**src/rtl/sprite_blitter_if.sv**
```systemverilog
// Pixel write bus from the sprite blitter to the framebuffer.
// A valid/ready handshake that carries one pixel's coordinates and colour.
interface sprite_blitter_if #(
  parameter int COORD_W = 8,
  parameter int COLOR_W = 24
);
  logic               valid;
  logic               ready;
  logic [COORD_W-1:0] x;
  logic [COORD_W-1:0] y;
  logic [COLOR_W-1:0] rgb;

  modport master (output valid, x, y, rgb, input ready);
  modport slave  (input valid, x, y, rgb, output ready);
endinterface

```
**src/rtl/sprite_blitter.sv**
```systemverilog
// Tile blitter: copies a TILE_W x TILE_H block from tile ROM to the pixel write bus.
// Supports optional flip, transparent-key skipping and output backpressure.
module sprite_blitter #(
  parameter int                  TILE_W          = 8,
  parameter int                  TILE_H          = 8,
  parameter int                  COORD_W         = 8,
  parameter int                  ADDR_W          = 12,
  parameter int                  COLOR_W         = 24,
  parameter int                  ROM_LATENCY     = 2,
  parameter logic [COLOR_W-1:0]  TRANSPARENT_KEY = COLOR_W'(24'hFF00FF)
) (
  input  logic               clk,
  input  logic               resetn,
  input  logic               start,
  input  logic [ADDR_W-1:0]  tile_base,
  input  logic [COORD_W-1:0] x_origin,
  input  logic [COORD_W-1:0] y_origin,
  input  logic               flip_h,
  input  logic               flip_v,
  input  logic               transp_en,
  output logic [ADDR_W-1:0]  rom_addr,
  input  logic [COLOR_W-1:0] rom_data,
  sprite_blitter_if.master   pix,
  output logic               busy,
  output logic               done
);

  localparam int CW = (TILE_W > 1) ? $clog2(TILE_W) : 1;
  localparam int RW = (TILE_H > 1) ? $clog2(TILE_H) : 1;
  localparam int LW = (ROM_LATENCY > 1) ? $clog2(ROM_LATENCY) : 1;

  typedef enum logic [2:0] {
    S_IDLE,
    S_FETCH,
    S_WAIT,
    S_EMIT,
    S_DONE
  } state_t;

  state_t             state;
  logic [ADDR_W-1:0]  base_q;
  logic [COORD_W-1:0] x0_q;
  logic [COORD_W-1:0] y0_q;
  logic               flip_h_q;
  logic               flip_v_q;
  logic               transp_q;
  logic [RW-1:0]      row;
  logic [CW-1:0]      col;
  logic [LW-1:0]      lat_cnt;

  logic [RW-1:0]      src_row;
  logic [CW-1:0]      src_col;
  logic [ADDR_W-1:0]  fetch_addr;
  logic               last_pixel;
  logic               is_transp;

  // Tile dimensions are powers of two, so mirroring an index is a bitwise invert
  // and the row-major offset is just the concatenation of row and column.
  always_comb begin
    src_row    = flip_v_q ? ~row : row;
    src_col    = flip_h_q ? ~col : col;
    fetch_addr = base_q + ADDR_W'({src_row, src_col});
    last_pixel = (&row) && (&col);
    is_transp  = transp_q && (rom_data == TRANSPARENT_KEY);
  end

  always_ff @(posedge clk or negedge resetn) begin
    if (!resetn) begin
      state     <= S_IDLE;
      base_q    <= '0;
      x0_q      <= '0;
      y0_q      <= '0;
      flip_h_q  <= 1'b0;
      flip_v_q  <= 1'b0;
      transp_q  <= 1'b0;
      row       <= '0;
      col       <= '0;
      lat_cnt   <= '0;
      rom_addr  <= '0;
      pix.valid <= 1'b0;
      pix.x     <= '0;
      pix.y     <= '0;
      pix.rgb   <= '0;
      busy      <= 1'b0;
      done      <= 1'b0;
    end else begin
      case (state)
        S_IDLE: begin
          if (start) begin
            base_q   <= tile_base;
            x0_q     <= x_origin;
            y0_q     <= y_origin;
            flip_h_q <= flip_h;
            flip_v_q <= flip_v;
            transp_q <= transp_en;
            row      <= '0;
            col      <= '0;
            busy     <= 1'b1;
            state    <= S_FETCH;
          end
        end

        S_FETCH: begin
          rom_addr <= fetch_addr;
          lat_cnt  <= LW'(ROM_LATENCY - 1);
          state    <= S_WAIT;
        end

        S_WAIT: begin
          if (lat_cnt != '0) begin
            lat_cnt <= lat_cnt - LW'(1);
          end else begin
            pix.rgb <= rom_data;
            pix.x   <= x0_q + COORD_W'(col);
            pix.y   <= y0_q + COORD_W'(row);
            // A keyed pixel is dropped here and never reaches the handshake.
            if (is_transp) begin
              col <= col + CW'(1);
              if (&col) row <= row + RW'(1);
              if (last_pixel) begin
                busy  <= 1'b0;
                done  <= 1'b1;
                state <= S_DONE;
              end else begin
                state <= S_FETCH;
              end
            end else begin
              pix.valid <= 1'b1;
              state     <= S_EMIT;
            end
          end
        end

        S_EMIT: begin
          if (pix.ready) begin
            pix.valid <= 1'b0;
            col       <= col + CW'(1);
            if (&col) row <= row + RW'(1);
            if (last_pixel) begin
              busy  <= 1'b0;
              done  <= 1'b1;
              state <= S_DONE;
            end else begin
              state <= S_FETCH;
            end
          end
        end

        S_DONE: begin
          done  <= 1'b0;
          state <= S_IDLE;
        end

        default: begin
          state <= S_IDLE;
        end
      endcase
    end
  end

endmodule

```
**src/flat_wrapper.sv**
```systemverilog
// flat-port wrapper written by rule: the top's interface ports become plain ports
module sprite_blitter_flat 
#(
  parameter int                  TILE_W          = 8,
  parameter int                  TILE_H          = 8,
  parameter int                  COORD_W         = 8,
  parameter int                  ADDR_W          = 12,
  parameter int                  COLOR_W         = 24,
  parameter int                  ROM_LATENCY     = 2,
  parameter logic [COLOR_W-1:0]  TRANSPARENT_KEY = COLOR_W'(24'hFF00FF)
)
  (clk, resetn, start, tile_base, x_origin, y_origin, flip_h, flip_v, transp_en, rom_addr, rom_data, busy, done, pix_valid, pix_x, pix_y, pix_rgb, pix_ready);
  sprite_blitter_if #(.COORD_W(COORD_W), .COLOR_W(COLOR_W)) pix_i ();
  input  logic clk;
  input  logic resetn;
  input  logic start;
  input  logic [ADDR_W-1:0] tile_base;
  input  logic [COORD_W-1:0] x_origin;
  input  logic [COORD_W-1:0] y_origin;
  input  logic flip_h;
  input  logic flip_v;
  input  logic transp_en;
  output logic [ADDR_W-1:0] rom_addr;
  input  logic [COLOR_W-1:0] rom_data;
  output logic busy;
  output logic done;
  output wire logic [$bits(pix_i.valid)-1:0] pix_valid;
  output wire logic [$bits(pix_i.x)-1:0] pix_x;
  output wire logic [$bits(pix_i.y)-1:0] pix_y;
  output wire logic [$bits(pix_i.rgb)-1:0] pix_rgb;
  input wire logic [$bits(pix_i.ready)-1:0] pix_ready;
  assign pix_valid = pix_i.valid;
  assign pix_x = pix_i.x;
  assign pix_y = pix_i.y;
  assign pix_rgb = pix_i.rgb;
  assign pix_i.ready = pix_ready;
  sprite_blitter #(.TILE_W(TILE_W), .TILE_H(TILE_H), .COORD_W(COORD_W), .ADDR_W(ADDR_W), .COLOR_W(COLOR_W), .ROM_LATENCY(ROM_LATENCY), .TRANSPARENT_KEY(TRANSPARENT_KEY)) u_core (.clk(clk), .resetn(resetn), .start(start), .tile_base(tile_base), .x_origin(x_origin), .y_origin(y_origin), .flip_h(flip_h), .flip_v(flip_v), .transp_en(transp_en), .rom_addr(rom_addr), .rom_data(rom_data), .pix(pix_i), .busy(busy), .done(done));
endmodule
```
**config.mk**
```make
export PLATFORM = sky130hd
export DESIGN_NAME = sprite_blitter_flat
export DESIGN_NICKNAME = d
export VERILOG_FILES = /design/src/rtl/sprite_blitter_if.sv /design/src/rtl/sprite_blitter.sv /design/src/flat_wrapper.sv
export SDC_FILE = /design/constraint.sdc
export NUM_CORES = 1
export LEC_CHECK = 0
export CORE_MARGIN = 2
export CORE_UTILIZATION = 49
export DETAILED_ROUTE_END_ITERATION = 10
export PLACE_DENSITY = 0.8
export SETUP_SLACK_MARGIN = 0.1
export SLEW_MARGIN = 20
export SYNTH_ARGS = -nofsm -noshare
export SYNTH_HDL_FRONTEND = slang
export SYNTH_SLANG_ARGS = --single-unit
```
**constraint.sdc**
```tcl
create_clock -name clk -period 2.54 [get_ports clk]
set_input_delay 0.254 -clock clk [delete_from_list [all_inputs] [get_ports clk]]
set_output_delay 0.254 -clock clk [all_outputs]
set_load 0.005 [all_outputs]
```
==> results.cfg, run 1 <==
[floorplanning]
floorplan.rows = 35
die_area_mm2 = 0.0100
io_pins = 114
core_region_area_mm2 = 0.00911
die_width_um = 100
die_height_um = 100
initial_utilization_pct = 49.8

[cells_and_area]
final_layout_size_suffix_gt1_share_pct = 11.7
final-instance-count-excl-fill = 665
num_antenna_cells = 0
nNetsFinal = 627
flow.area_growth_from_synthesis_pct = 33.0
final_util_pct = 66.2
post-route-cell-area_mm2 = 0.00603

[global_route]
grt_first_pass_wirelength_mm = 17.4
grt_start_max_net_pins = 97
global_route.overflow_total = 0
grtUsageTotal_pct = 21.7
first_global_vias = 3761
antenna_found_initial = 0

[synthesis]
synth_top_flop_cell = sky130_fd_sc_hd__dfrtp_1
synth_fa_ha_area_share_pct = 5.74
synth-compound-area-share_pct = 9.79
synth-async-reset-ratio_pct = 100
warnings_from_yosys = 0
synth_area_per_cell_um2 = 10.4
netlist_instances = 435
post_synthesis_register_bit_count = 96
synthesis.nets = 513
synth_enable_flop_cells = 0
synth_top_family_by_area = simple AND/OR/NAND/NOR gates
synth_largest_type_area_fraction_pct = 53.0
synth_sequential_area_ratio_pct = 53.0
post_synth_instance_area_mm2 = 0.00454
synth_cell_type_count = 43
post_synth_and_or_nand_nor_area_fraction_pct = 16.6
yosys.area_share.xor_xnor_pct = 4.63
synthTopCellsByArea = sky130_fd_sc_hd__dfrtp_1 53%, sky130_fd_sc_hd__nand2_1 9.7%, sky130_fd_sc_hd__mux2_2 7.7%
synth.largest_area_cell = sky130_fd_sc_hd__dfrtp_1
synth.mux.area_fraction_pct = 8.03

[timing]
final_hold_viol_count = 0
fin_skew_ns = 0.0130
final-max-slew-violation-count = 0
slew_headroom_pct = 60.7
final.setup.worst_slack_ns = 0.238
final_min_period_over_clock_period_pct = 90.6
finalCriticalPeriod_ns = 2.30
setup_violations = 0
rsz_0062_raised_after_global_routing = no
tightest_slew_ns = 0.588
finalHoldWorstSlack_ns = 0.438
setup-tns-final_ns = 0
fmax_mhz = 434

[cts]
cts_htree_levels = 3
clkSinkCount = 96
clockRootBuffer = sky130_fd_sc_hd__clkbuf_8
clock_latency_on_the_worst_skew_pair_ns = 0.37
tritoncts = yes
clk_pin_slew_ns = 0.10
clk_path_buf_depth = 2
tritoncts.num_buffers = 9
cts_setup_buffers = 0

[placement]
place.gp.congestion = 0.903
port-buffer-count = 113
dpl_worst_slack_ns = 0.117
dp_hpwl_mm = 7.64
dpl.cell_count = 648
postPlaceCellArea_mm2 = 0.00581

[routing]
drcViolationCount = 0
vias_cell = 5.46
routed_wirelength_mm = 10.6
detail_route.first_pass.iterations = 4
route.antenna.remaining_nets = 0
num_vias = 3628
wl_per_cell_um = 16.0
dr.first_iter.drc_count = 167

[power_and_ir_drop]
power.leakage_nw = 2.67
power_mw = 7.51
power.ir.vdd_worst_mv = 0.636
power-per-cell-area_mw_per_mm2 = 1240

[worst_setup_path]
slowest_stage = sky130_fd_sc_hd__dfrtp_1
crit_required_ns = 2.82
arrival_ns = 2.58
type_of_origin_of_the_critical_path = flip-flop
crit_path_max_incr_delay_ns = 0.44
critical_path.top_delay_family = compound AO/OA/AOI/OAI gates
worst_setup_path_end_kind = flip-flop
path_buf_inv = 0
crit_chain = xor2_1 -> ha_1 -> fa_2 -> a211oi_2 -> o21bai_1 -> a21oi_2 -> o21ai_0 -> a41oi_1
criticalPathCategory = reg2reg
critPathMaxFanout = 4

[status]
outcome = completed

[job]
cap_violations = 0

[min_path]
min_path_type = in2reg
==> worst register-to-register path, cell delays in order, from the launching register on <==
cell and delay (ns):
sky130_fd_sc_hd__dfrtp_1 0.44, sky130_fd_sc_hd__xor2_1 0.18, sky130_fd_sc_hd__ha_1 0.24, sky130_fd_sc_hd__fa_2 0.40, sky130_fd_sc_hd__a211oi_2 0.28, sky130_fd_sc_hd__o21bai_1 0.14
sky130_fd_sc_hd__a21oi_2 0.20, sky130_fd_sc_hd__o21ai_0 0.12, sky130_fd_sc_hd__a41oi_1 0.22
==> metal layers <==
layer | vias to the layer above | share of wire, % | track usage (%)
met4 | 0 | 1.6 | 7.80
met2 | 127 | 49 | 36.4
met1 | 1762 | 42 | 26.4
met5 | - | 0 | 0
li1 | 1721 | - | -
met3 | 18 | 7.1 | 6.96
==> sequential cells by signal (all words and copies together), names as in the netlist <==
signal,flops
u_core.pix.valid,1
u_core.transp_q,1
u_core.flip_h_q,1
u_core.lat_cnt,1
u_core.col,3
u_core.pix.y,8
u_core.row,3
u_core.rom_addr,12
u_core.x0_q,8
u_core.base_q,12
u_core.flip_v_q,1
u_core.busy,1
u_core.y0_q,8
u_core.state,3
u_core.done,1
u_core.pix.rgb,24
u_core.pix.x,8
==> cell usage in the layout (no fill, tap or decap), drive strengths merged, types with 4 or more instances in the layout <==
cell type	instances
nand2	117
clkdlybuf4s50	112
dfrtp	96
mux2	32
o21ai	30
xor2	16
ha	16
nor2	13
inv	12
a21oi	11
clkbuf	9
xnor2	8
nor3	8
buf	7
nand4	6
a21o	5
o31ai	4
a211oi	4
==> what timing repair did <==
item / in CTS / in global routing
resized for setup: 0 / 3
endpoints found under the setup margin: 0 / 3
hold endpoints to repair: 96 / 0
hold buffers: 1 / 0
==> synthesized netlist by cell type, types with 3 or more instances <==
master	n
sky130_fd_sc_hd__nor3b_1	3
sky130_fd_sc_hd__nor2_1	13
sky130_fd_sc_hd__o31ai_1	4
sky130_fd_sc_hd__a21o_1	5
sky130_fd_sc_hd__fa_1	3
sky130_fd_sc_hd__clkbuf_1	13
sky130_fd_sc_hd__xor2_1	16
sky130_fd_sc_hd__o21a_1	3
sky130_fd_sc_hd__a21oi_1	10
sky130_fd_sc_hd__ha_1	16
sky130_fd_sc_hd__o21ai_0	30
sky130_fd_sc_hd__inv_1	9
sky130_fd_sc_hd__dfrtp_1	96
sky130_fd_sc_hd__nand2b_1	3
sky130_fd_sc_hd__nor2b_1	3
sky130_fd_sc_hd__nand4_1	6
sky130_fd_sc_hd__o211ai_1	3
sky130_fd_sc_hd__or3_1	3
sky130_fd_sc_hd__a211oi_1	4
sky130_fd_sc_hd__nor3_1	7
sky130_fd_sc_hd__mux2_2	31
sky130_fd_sc_hd__buf_2	4
sky130_fd_sc_hd__nand2_1	117
sky130_fd_sc_hd__xnor2_1	8
==> layout make-up <==
class | instances | area [um^2]
clock inverter | 7 | 77.6
sequential | 96 | 2400
fill | 731 | 3080
multi-input combinational | 313 | 2050
inverter | 9 | 33.8
tap | 111 | 139
timing repair buffer | 120 | 1210
clock buffer | 9 | 124
==> power breakdown <==
group	total (mW)	leakage [nW]	internal, mW	switching, mW
logic	3.68	1.40	1.94	1.74
registers	2.80	1.17	2.25	0.548
clock network	1.03	0.101	0.466	0.566
total	7.51	2.67	4.66	2.85
==> kinds of logic after synthesis <==
logic type | count (synthesis)
simple gates | 167
compound gates | 71
flops | 96
buf+inv | 26
fa+ha+maj | 19
xor+xnor | 24
mux | 32
==> final timing paths <==
check	startpoint	to	slack, ns	cells after the start
worst max-delay path	u_core.flip_h_q$_DFFE_PN0P_	u_core.rom_addr[8]$_DFFE_PN0P_	0.24	8
worst min-delay path	rom_data[12]	u_core.pix.rgb[12]$_DFFE_PN0P_	0.44	3
worst max register to register	u_core.flip_h_q$_DFFE_PN0P_	u_core.rom_addr[8]$_DFFE_PN0P_	0.24	8
worst min register to register	u_core.pix.rgb[22]$_DFFE_PN0P_	u_core.pix.rgb[22]$_DFFE_PN0P_	0.49	2
max in group asynchronous	resetn	u_core.pix.rgb[7]$_DFFE_PN0P_	1.66	3
min in group asynchronous	resetn	u_core.rom_addr[7]$_DFFE_PN0P_	0.46	3
Note: power is estimated with default switching activity, not from simulation.
==> inputs of run 2 (changes only) <==
--- a/config.mk
+++ b/config.mk
@@ -7,6 +7,7 @@
 export LEC_CHECK = 0
 export CORE_MARGIN = 2
 export CORE_UTILIZATION = 49
+export CTS_BUF_LIST = sky130_fd_sc_hd__clkbuf_16
 export DETAILED_ROUTE_END_ITERATION = 10
 export PLACE_DENSITY = 0.8
 export SETUP_SLACK_MARGIN = 0.1
==> results.cfg, run 2 (synthesis gave the netlist of run 1 again) <==
[floorplanning]
floorplan.rows = 35
core_region_area_mm2 = 0.00911
die_area_mm2 = 0.0100
die_width_um = 100
initial_utilization_pct = 49.8
io_pins = 114
die_height_um = 100

[cts]
tritoncts = yes
tritoncts.num_buffers = 9
clk_pin_slew_ns = 0.07
clockRootBuffer = sky130_fd_sc_hd__clkbuf_16
clock_latency_on_the_worst_skew_pair_ns = 0.34
clk_path_buf_depth = 2
cts_htree_levels = 3
clkSinkCount = 96

[min_path]
min_path_type = in2reg
worst_hold_path.num_cells = 3

[cells_and_area]
fillers = 709
largest_register_ff_count = 24
flow.area_growth_from_synthesis_pct = 35.2
nNetsFinal = 627
layout_commonest_cell = sky130_fd_sc_hd__nand2_1
final_cell_mix = 117 x sky130_fd_sc_hd__nand2_1, 112 x sky130_fd_sc_hd__clkdlybuf4s50_1, 96 x sky130_fd_sc_hd__dfrtp_1
biggest_regs = u_core.pix.rgb: 24 flops, u_core.base_q: 12 flops, u_core.rom_addr: 12 flops
num_antenna_cells = 0
largest_register = u_core.pix.rgb
post-route-cell-area_mm2 = 0.00613
final_layout_size_suffix_gt1_share_pct = 11.7

[worst_setup_path]
r2r.worst_path.cells = 8
crit_required_ns = 2.79
worst_setup_path_end_kind = flip-flop
criticalPathCategory = reg2reg
critPathMaxFanout = 4
arrival_ns = 2.55
type_of_origin_of_the_critical_path = flip-flop

[timing]
final-max-slew-violation-count = 0
setup_violations = 0
final_hold_viol_count = 0
setup-tns-final_ns = 0
fmax_mhz = 433
tightest_slew_ns = 0.579
finalCriticalPeriod_ns = 2.31
final_min_period_over_clock_period_pct = 90.8
fin_skew_ns = 0.00546
slew_headroom_pct = 61.3
rsz_0062_raised_after_global_routing = no
finalHoldWorstSlack_ns = 0.472

[power_and_ir_drop]
switching_share_pct = 36.6
power-per-cell-area_mw_per_mm2 = 1280
pwr-share-comb_pct = 46.7
internal-power_mw = 4.97
power.ir.vdd_worst_mv = 0.683
clock_power_share_pct = 17.5
power.leakage_nw = 2.72
netSwitchingPower_mw = 2.87
power.share.sequential_pct = 35.7

[routing]
dr.first_iter.drc_count = 144
detail_route.first_pass.iterations = 4
vias_cell = 5.38
wl_per_cell_um = 15.8
route.antenna.remaining_nets = 0
drcViolationCount = 0
num_vias = 3580
routed_wirelength_mm = 10.5

[global_route]
grt_start_max_net_pins = 97
grt_first_pass_wirelength_mm = 17.3
first_global_vias = 3727
global_route.overflow_total = 0
antenna_found_initial = 0
grtUsageTotal_pct = 21.7

[placement]
dp_hpwl_mm = 7.64
postPlaceCellArea_mm2 = 0.00581
port-buffer-count = 113
place.gp.congestion = 0.903

[job]
cap_violations = 0

[status]
outcome = completed
## run 2: cell counts in the layout (fill, tap and decap cells not counted)
No cell type changed its count.
## run 2: cell type report
class	count	area, um^2	area share, %
Timing Repair Buffer	120	1210	19.7
Clock inverter	7	77.6	1.26
Multi-Input combinational cell	313	2050	33.4
Clock buffer	9	225	3.67
Inverter	9	33.8	0.551
Tap cell	111	139	2.26
Sequential cell	96	2400	39.2
## run 2: metrics by stage
step | setup slack, ns | instances | power [mW] | utilization [%]
finish | 0.233 | 665 | 7.84 | 67.3
global route | 0.103 | 665 | 8.43 | 67.3
CTS | 0.150 | 665 | 7.85 | 67.3
detailed placement | 0.117 | 648 | 6.42 | 63.8
global placement | 0.209 | 648 | 6.21 | 63.8
floorplan | 0.376 | 435 | 4.85 | -
## run 2: power groups by stage
stage / sequential [mW] / combinational (mW) / clock [mW]
floorplan: 2.72 / 2.13 / 0
global placement: 2.78 / 3.42 / 0
detailed placement: 2.83 / 3.59 / 0
CTS: 2.80 / 3.65 / 1.41
global route: 2.90 / 4.06 / 1.48
finish: 2.80 / 3.66 / 1.37
## run 2: per-layer routing
layer  track usage [%]  vias to the layer above  routed length [um]
li1                  -                     1716                   -
met2              36.1                      121                5130
met4              7.38                        0                 198
met5                 0                        -                   0
met1              26.5                     1724                4430
met3              7.59                       19                 784
## run 2: timing repair
item                                   4_1_cts  5_1_grt
pin swaps                                    0        1
cloned                                       0        0
hold buffers                                 1        0
endpoints found under the hold margin       96        0
gates resized for setup                      1        2
buffers inserted                             0        0
setup endpoints to repair                    1        3
## run 2: worst max-delay path, cell delays in order, from the launching register on
cell and delay [ns]:
sky130_fd_sc_hd__dfrtp_1 0.43, sky130_fd_sc_hd__xor2_1 0.18, sky130_fd_sc_hd__ha_1 0.24, sky130_fd_sc_hd__fa_2 0.40
sky130_fd_sc_hd__a211oi_2 0.29, sky130_fd_sc_hd__o21bai_1 0.13, sky130_fd_sc_hd__a21oi_2 0.20, sky130_fd_sc_hd__o21ai_0 0.12
sky130_fd_sc_hd__a41oi_1 0.23
## run 2: worst paths after layout
| path | startpoint | to | slack (ns) |
|---|---|---|---|
| min in group asynchronous | resetn | u_core.rom_addr[11]$_DFFE_PN0P_ | 0.50 |
| max | u_core.flip_h_q$_DFFE_PN0P_ | u_core.rom_addr[8]$_DFFE_PN0P_ | 0.23 |
| min reg2reg | u_core.pix.rgb[22]$_DFFE_PN0P_ | u_core.pix.rgb[22]$_DFFE_PN0P_ | 0.48 |
| min | rom_data[12] | u_core.pix.rgb[12]$_DFFE_PN0P_ | 0.47 |
| max in group asynchronous | resetn | u_core.pix.x[0]$_DFFE_PN0P_ | 1.63 |
| max reg2reg | u_core.flip_h_q$_DFFE_PN0P_ | u_core.rom_addr[8]$_DFFE_PN0P_ | 0.23 |
==> inputs of run 3 (changes only) <==
==> constraint.sdc (replaced) <==
create_clock -name clk -period 2.3 [get_ports clk]
set_input_delay 0.23 -clock clk [delete_from_list [all_inputs] [get_ports clk]]
set_output_delay 0.23 -clock clk [all_outputs]
set_load 0.005 [all_outputs]
==> results.cfg, run 3 (synthesis gave the netlist of run 1 again) <==
[worst_setup_path]
crit_required_ns = 2.54
criticalPathCategory = reg2reg
arrival_ns = 2.39
critPathMaxFanout = 5
type_of_origin_of_the_critical_path = flip-flop
worst_setup_path_end_kind = flip-flop
ff2ff_setup_slack_ns = 0.14

[power_and_ir_drop]
netSwitchingPower_mw = 3.12
internal-power_mw = 5.52
power-per-cell-area_mw_per_mm2 = 1390
clock_power_share_pct = 17.1
power.leakage_nw = 2.75
pwr-share-comb_pct = 47.4
power.share.sequential_pct = 35.5
power.ir.vdd_worst_mv = 0.597
switching_share_pct = 36.1

[global_route]
grt_first_pass_wirelength_mm = 16.8
grt_start_max_net_pins = 55
global_route.overflow_total = 0
antenna_found_initial = 0
first_global_vias = 3617
grtUsageTotal_pct = 21.2

[cells_and_area]
biggest_regs = u_core.pix.rgb: 24 flops, u_core.base_q: 12 flops, u_core.rom_addr: 12 flops
fillers = 709
final-instance-count-excl-fill = 672
layout_commonest_cell = sky130_fd_sc_hd__nand2_1
num_antenna_cells = 0
final_layout_size_suffix_gt1_share_pct = 13.7
largest_register = u_core.pix.rgb
flow.area_growth_from_synthesis_pct = 36.7
largest_register_ff_count = 24
final_cell_mix = 117 x sky130_fd_sc_hd__nand2_1, 112 x sky130_fd_sc_hd__clkdlybuf4s50_1, 96 x sky130_fd_sc_hd__dfrtp_1
nNetsFinal = 634
final_util_pct = 68.1

[timing]
final_min_period_over_clock_period_pct = 93.8
finalCriticalPeriod_ns = 2.16
final-max-slew-violation-count = 0
finalHoldWorstSlack_ns = 0.335
setup_violations = 0
rsz_0062_raised_after_global_routing = yes
tightest_slew_ns = 0.598
fin_skew_ns = 0.0107
final_hold_viol_count = 0
final.setup.worst_slack_ns = 0.142
fmax_mhz = 463
slew_headroom_pct = 60.0

[placement]
dpl_worst_slack_ns = -0.00903
dp_hpwl_mm = 7.45
port-buffer-count = 113
place.gp.congestion = 0.966
dpl.cell_count = 655

[cts]
cts_htree_levels = 3
clk_path_buf_depth = 2
tritoncts = yes
clock_latency_on_the_worst_skew_pair_ns = 0.34
tritoncts.num_buffers = 9
clkSinkCount = 96
clk_pin_slew_ns = 0.07
clockRootBuffer = sky130_fd_sc_hd__clkbuf_16

[floorplanning]
die_width_um = 100
initial_utilization_pct = 49.8
floorplan.rows = 35
die_area_mm2 = 0.0100
core_region_area_mm2 = 0.00911
io_pins = 114
die_height_um = 100

[routing]
vias_cell = 5.23
detail_route.first_pass.iterations = 4
dr.first_iter.drc_count = 153
wl_per_cell_um = 15.0
drcViolationCount = 0
routed_wirelength_mm = 10.1
route.antenna.remaining_nets = 0
num_vias = 3515

[job]
cap_violations = 0

[status]
outcome = completed

[min_path]
min_path_type = in2async
[run 3: cell types whose count changed in the layout (fill, tap and decap cells not counted), sizes merged]
cell | previous run | this run
clkinv | 2 | 3
inv | 12 | 11
buf | 7 | 14
[run 3: path summary, 6_finish.rpt]
path	startpoint	end	depth (start not counted)
max in group asynchronous	resetn	u_core.y0_q[1]$_DFFE_PN0P_	3
setup reg to reg	u_core.flip_h_q$_DFFE_PN0P_	u_core.rom_addr[5]$_DFFE_PN0P_	8
hold reg to reg	u_core.pix.rgb[21]$_DFFE_PN0P_	u_core.pix.rgb[21]$_DFFE_PN0P_	2
min in group clk	rom_data[14]	u_core.pix.rgb[14]$_DFFE_PN0P_	3
setup / recovery	u_core.flip_h_q$_DFFE_PN0P_	u_core.rom_addr[5]$_DFFE_PN0P_	8
hold / removal	resetn	u_core.base_q[4]$_DFFE_PN0P_	2
[run 3: through the flow]
stage	total power [mW]	area [um^2]	setup TNS, ns
final	8.64	6200	0
after global routing	9.31	6200	0
after CTS	8.63	6170	0
after detailed placement	7.07	5850	-0.00903
after global placement	6.88	5850	0
after floorplan	5.35	4540	0
[run 3: power groups by stage]
| stage | sequential, mW | combinational [mW] | clock, mW |
|---|---|---|---|
| 2_1_floorplan | 3.00 | 2.35 | 0 |
| 3_3_place_gp | 3.05 | 3.83 | 0 |
| 3_5_place_dp | 3.10 | 3.97 | 0 |
| 4_1_cts | 3.08 | 4.04 | 1.51 |
| 5_1_grt | 3.19 | 4.54 | 1.58 |
| 6_report | 3.07 | 4.09 | 1.48 |
[run 3: routing by layer]
metal  GRT usage, %  up-vias  wire length [um]
met5              0        -                 0
met4           7.59        0               131
met3           6.13       14               740
met2           35.4      111              4850
met1           26.4     1658              4330
li1               -     1732                 -
[run 3: final cells by class]
cell class                      instances  area (um^2)  area share [%]
Sequential cell                        96         2400            38.7
Multi-Input combinational cell        313         2080            33.6
Timing Repair Buffer                  127         1250            20.1
Clock buffer                            9          225            3.63
Tap cell                              111          139            2.24
Clock inverter                          7         71.3            1.15
Inverter                                9         33.8           0.545
[run 3: repair_timing]
item / in CTS / in global routing
endpoints found under the hold margin: 24 / 0
cloned: 0 / 0
hold buffers: 1 / 0
resized for setup: 2 / 8
endpoints found under the setup margin: 4 / 7
buffers inserted: 0 / 0
pin swaps: 0 / 6
[run 3: worst max-delay path, cell delays in order (launching register included)]
cell and delay (ns):
sky130_fd_sc_hd__dfrtp_1 0.39, sky130_fd_sc_hd__buf_4 0.16, sky130_fd_sc_hd__xor2_1 0.20, sky130_fd_sc_hd__ha_2 0.34, sky130_fd_sc_hd__o21ai_0 0.26, sky130_fd_sc_hd__nor2_1 0.11, sky130_fd_sc_hd__o21a_1 0.20, sky130_fd_sc_hd__o21a_1 0.17
sky130_fd_sc_hd__o31ai_1 0.22
